File: config.mk
export PLATFORM = sky130hd
export DESIGN_NAME = sipo_deser
export DESIGN_NICKNAME = d
export VERILOG_FILES = /design/src/rtl/deser_pkg.sv /design/src/rtl/shift_reg_n.sv /design/src/rtl/sipo_deser.sv
export SDC_FILE = /design/constraint.sdc
export NUM_CORES = 1
export LEC_CHECK = 0
export CAP_MARGIN = 30
export CELL_PAD_IN_SITES_DETAIL_PLACEMENT = 1
export CELL_PAD_IN_SITES_GLOBAL_PLACEMENT = 2
export CORE_MARGIN = 3
export CORE_UTILIZATION = 30
export DETAILED_ROUTE_END_ITERATION = 10
export PLACE_DENSITY_LB_ADDON = 0.1
export SYNTH_ARGS = -nofsm -noshare
export SYNTH_HDL_FRONTEND = slang
export SYNTH_SLANG_ARGS = --single-unit
File: constraint.sdc
create_clock -name CLK -period 2.11 [get_ports CLK]
set_input_delay 0.422 -clock CLK [delete_from_list [all_inputs] [get_ports CLK]]
set_output_delay 0.422 -clock CLK [all_outputs]
set_load 0.005 [all_outputs]
File: src/rtl/deser_pkg.sv
// Shared types and helpers for the serial-in, parallel-out deserialiser.
package deser_pkg;

   localparam int unsigned N_MAX = 64;

   typedef logic [0:0] deser_state_t;
   localparam deser_state_t FILL  = 1'b0;
   localparam deser_state_t STALL = 1'b1;

   // MSB-first shifts toward the top so the first bit ends in bit n-1;
   // LSB-first enters at bit n-1 and walks down so the first bit ends in bit 0.
   function automatic logic [N_MAX-1:0] insert_bit(
      input logic [N_MAX-1:0] word,
      input logic             b,
      input logic             msb_first,
      input int unsigned      n
   );
      logic [N_MAX-1:0] r;
      if (msb_first) begin
         r = {word[N_MAX-2:0], b};
      end else begin
         r        = word >> 1;
         r[n-1]   = b;
      end
      return r;
   endfunction

endpackage

File: src/rtl/shift_reg_n.sv
// N-bit shift register with enable, direction select and synchronous clear.
module shift_reg_n
   import deser_pkg::*;
#(
   parameter int unsigned N         = 8,
   parameter bit          MSB_FIRST = 1'b1
) (
   input  logic         CLK,
   input  logic         clr,
   input  logic         en,
   input  logic         din,
   output logic [N-1:0] q,
   output logic [N-1:0] nxt
);

   // nxt is the word as it will look once din is shifted in this cycle.
   always_comb begin
      nxt = N'(insert_bit(N_MAX'(q), din, MSB_FIRST, N));
   end

   always_ff @(posedge CLK) begin
      if (clr) begin
         q <= '0;
      end else if (en) begin
         q <= nxt;
      end
   end

endmodule

File: src/rtl/sipo_deser.sv
// Serial-in, parallel-out deserialiser with a separate output holding register.
module sipo_deser
   import deser_pkg::*;
#(
   parameter int unsigned N         = 8,
   parameter bit          MSB_FIRST = 1'b1,
   localparam int unsigned CW       = $clog2(N)
) (
   input  logic          CLK,
   input  logic          res,
   input  logic          sin,
   input  logic          sin_valid,
   output logic          sin_ready,
   output logic [N-1:0]  pout,
   output logic          pout_valid,
   input  logic          pout_ready,
   output logic [CW-1:0] bit_cnt
);

   deser_state_t state;
   logic [N-1:0] sr_q;
   logic [N-1:0] sr_nxt;
   logic         accept;
   logic         last;
   logic         drain;

   assign sin_ready = (state == FILL);
   assign accept    = sin_valid & sin_ready;
   assign last      = (bit_cnt == CW'(N-1));
   assign drain     = pout_valid & pout_ready;

   shift_reg_n #(
      .N         (N),
      .MSB_FIRST (MSB_FIRST)
   ) u_shift (
      .CLK (CLK),
      .clr (res),
      .en  (accept),
      .din (sin),
      .q   (sr_q),
      .nxt (sr_nxt)
   );

   always_ff @(posedge CLK) begin
      if (res) begin
         state      <= FILL;
         bit_cnt    <= '0;
         pout       <= '0;
         pout_valid <= 1'b0;
      end else begin
         // A drain clears valid unless a new word loads in the same cycle.
         if (drain) begin
            pout_valid <= 1'b0;
         end
         case (state)
            FILL: begin
               if (accept) begin
                  if (last) begin
                     bit_cnt <= '0;
                     if (!pout_valid || pout_ready) begin
                        pout       <= sr_nxt;
                        pout_valid <= 1'b1;
                     end else begin
                        state <= STALL;
                     end
                  end else begin
                     bit_cnt <= bit_cnt + CW'(1);
                  end
               end
            end
            STALL: begin
               if (drain) begin
                  pout       <= sr_q;
                  pout_valid <= 1'b1;
                  state      <= FILL;
               end
            end
            default: state <= FILL;
         endcase
      end
   end

endmodule

==> flow_summary.json <==
{
  "synth_top_area_frac": 0.422,
  "power_frac_comb": 0.074,
  "synth.ff_latch_count": 21,
  "cp_max_fo": 8,
  "dr_total_vias": 774,
  "slew_violations": 0,
  "clock_path_buffers": 2,
  "clkTransAtPathRegs_ps": 120,
  "utilization": 0.397,
  "dpl-instance-area_um2": 1200,
  "cp_cell_sequence": "ha_1 -> ha_1 -> a21oi_1 -> a211o_1 -> mux2_4",
  "cts_tree": "built",
  "port_buffers": 17,
  "p_per_area_nw_per_um2": 529,
  "cts-resized-gates": 0,
  "worstMarginPinSlew_ps": 449,
  "rows": 20,
  "p_leak_nw": 0.464,
  "ys_types": 21,
  "fp.dieArea_um2": 4050,
  "finalNonFillerCells": 169,
  "synthTopCellsByArea": "dfxtp_1 42%, mux2_4 12%, mux2i_1 9.0%, nand2_1 7.2%, nor2b_1 6.3%",
  "design_area_um2": 1230,
  "clock-root-buffer": "clkbuf_4",
  "netlist_area_um2": 997,
  "syn_inst": 108,
  "drt_iter0_drc": 11,
  "arrival_ps": 1980,
  "end_kind": "flip-flop",
  "pin_count": 18,
  "hp-class": "flip-flop to flip-flop",
  "drive_gt1_frac": 0.128,
  "min_period_ps": 1780,
  "startpoint_type": "flip-flop",
  "viasPerCell": 4.58,
  "avgSynthCellArea_um2": 9.23,
  "wl_per_cell_um": 12.0,
  "synth_edf_count": 0,
  "cts_buffers": 3,
  "maxSlewHeadroom": 0.700,
  "ys_warn_count": 0,
  "route.detailed.drc": 0,
  "grt_usage": 0.111,
  "place_hpwl_mm": 1.49,
  "synth_common_cells": "21 x dfxtp_1, 19 x nand2_1, 12 x a21oi_1, 10 x nor2_1, 10 x nor2b_1",
  "antenna_found_initial": 0,
  "cp_slowest_stage_delay_ps": 410,
  "fillers": 379,
  "yosys.cell_count.top_type": "dfxtp_1",
  "htree_num_levels": 1,
  "synthArstFlopShare": 0,
  "skew_ps": 5.12,
  "area_growth_pct": 23.6,
  "cap_viol_max_count": 0,
  "layout.nets": 134,
  "ant_nets": 0,
  "cts.sinks": 21,
  "outcome": "finished clean",
  "synth_top_cell_by_area": "dfxtp_1",
  "grt.overflow.total": 0,
  "cts_setup_buffers": 0,
  "hold_violations": 0,
  "dp.cells": 165,
  "fin_crit_sh": 0.845,
  "synth-main-ff-cell": "dfxtp_1",
  "die_w_um": 63.7,
  "timing.setup.tns_ps": 0,
  "hold_buffers": 0,
  "intPower_mw": 0.496,
  "start_util": 0.321,
  "core_um2": 3100,
  "critPathSlowestCell": "a211o_1",
  "grt_first_pass_wirelength_mm": 3.57,
  "ys_seq_area_frac": 0.422,
  "worstPathRequired_ps": 2310,
  "clk_latency_ps": 300,
  "ir_drop_mv": 0.221,
  "dieHeight_um": 63.7,
  "grt_pass1_vias": 785,
  "synthesis.nets": 116,
  "swShare": 0.240,
  "critical_path_class": "flip-flop to flip-flop",
  "grt_start_max_net_pins": 30,
  "finalSetupViolCount": 0,
  "drt_wl_total_mm": 2.03,
  "power_frac_seq": 0.625,
  "antenna_cells": 0,
  "first_pass_iters": 2,
  "p_sw_mw": 0.156,
  "total_power_mw": 0.652,
  "rsz0062_at_grt": "false",
  "timing.fmax_ghz": 0.561,
  "gp_congestion": 0.743,
  "clock_power_share": 0.301,
  "crit_top_cell": "ha_1"
}
-- power by group through the flow --
stage	Sequential (mW)	Combinational [mW]	Clock [mW]
detailed placement	0.416	0.0495	0
floorplan	0.416	0.0257	0
CTS	0.408	0.0496	0.212
global placement	0.416	0.0486	0
finish	0.407	0.0484	0.196
global route	0.409	0.0553	0.231
-- flip-flops by register name, summed over array words and instances (netlist names) --
signal and cells:
pout_valid 1, state 1, pout 8, u_shift.q 8
bit_cnt 3
-- worst paths after layout --
path | startpoint | end | slack [ps] | cells after the start
max | bit_cnt[0] | pout[2] | 330 | 5
min | u_shift.q[7] | u_shift.q[7] | 470 | 2
max reg2reg | bit_cnt[0] | pout[2] | 330 | 5
min reg2reg | u_shift.q[7] | u_shift.q[7] | 470 | 2
-- worst max-delay path, delay by kind of cell (launching register included) --
kind / cells / cell delay [ps]
flip-flops: 1 / 350
adder cells (fa/ha/maj): 2 / 440
AO/OA/AOI/OAI: 2 / 550
multiplexers: 1 / 340
-- kinds of logic after synthesis --
family / share of synthesized area
buffers and inverters: 0.0477
DFF: 0.422
muxes: 0.211
and+or+nand+nor: 0.197
adders and majority gates: 0.0376
AOI/OAI and AO/OA: 0.0853
-- placed cells by master (no fill, tap or decap), drive strengths merged --
| cell | n |
|---|---|
| a211o | 1 |
| a21o | 1 |
| a21oi | 12 |
| a221oi | 1 |
| buf | 3 |
| clkbuf | 3 |
| clkdlybuf4s50 | 17 |
| clkinv | 1 |
| dfxtp | 21 |
| ha | 3 |
| inv | 2 |
| mux2 | 8 |
| mux2i | 9 |
| nand2 | 19 |
| nand3 | 2 |
| nand3b | 1 |
| nor2 | 10 |
| nor2b | 10 |
| or2b | 1 |
-- area by class of cell --
type | count | area, µm² | area share
inverters | 2 | 7.51 | 0.00609
clock buffers | 3 | 22.5 | 0.0183
multi-input cells | 78 | 529 | 0.429
flip-flops and latches | 21 | 420 | 0.341
well taps | 44 | 55.1 | 0.0447
clock inverters | 1 | 5.00 | 0.00406
repair buffers | 20 | 193 | 0.156
-- through the flow --
step,worst slack (ps),hold WS (ps)
6_report,326,469
5_1_grt,238,504
4_1_cts,318,476
3_5_place_dp,132,458
3_3_place_gp,147,446
2_1_floorplan,557,436
-- layer usage --
metal | global-route usage | routed length (µm) | vias to the layer above
met5 | 0 | 0 | -
met4 | 0.0404 | 11 | 0
met3 | 0.0232 | 68 | 2
met2 | 0.175 | 946 | 11
met1 | 0.147 | 1000 | 367
li1 | - | - | 394
No activity file was read; power rests on OpenSTA's default activity.
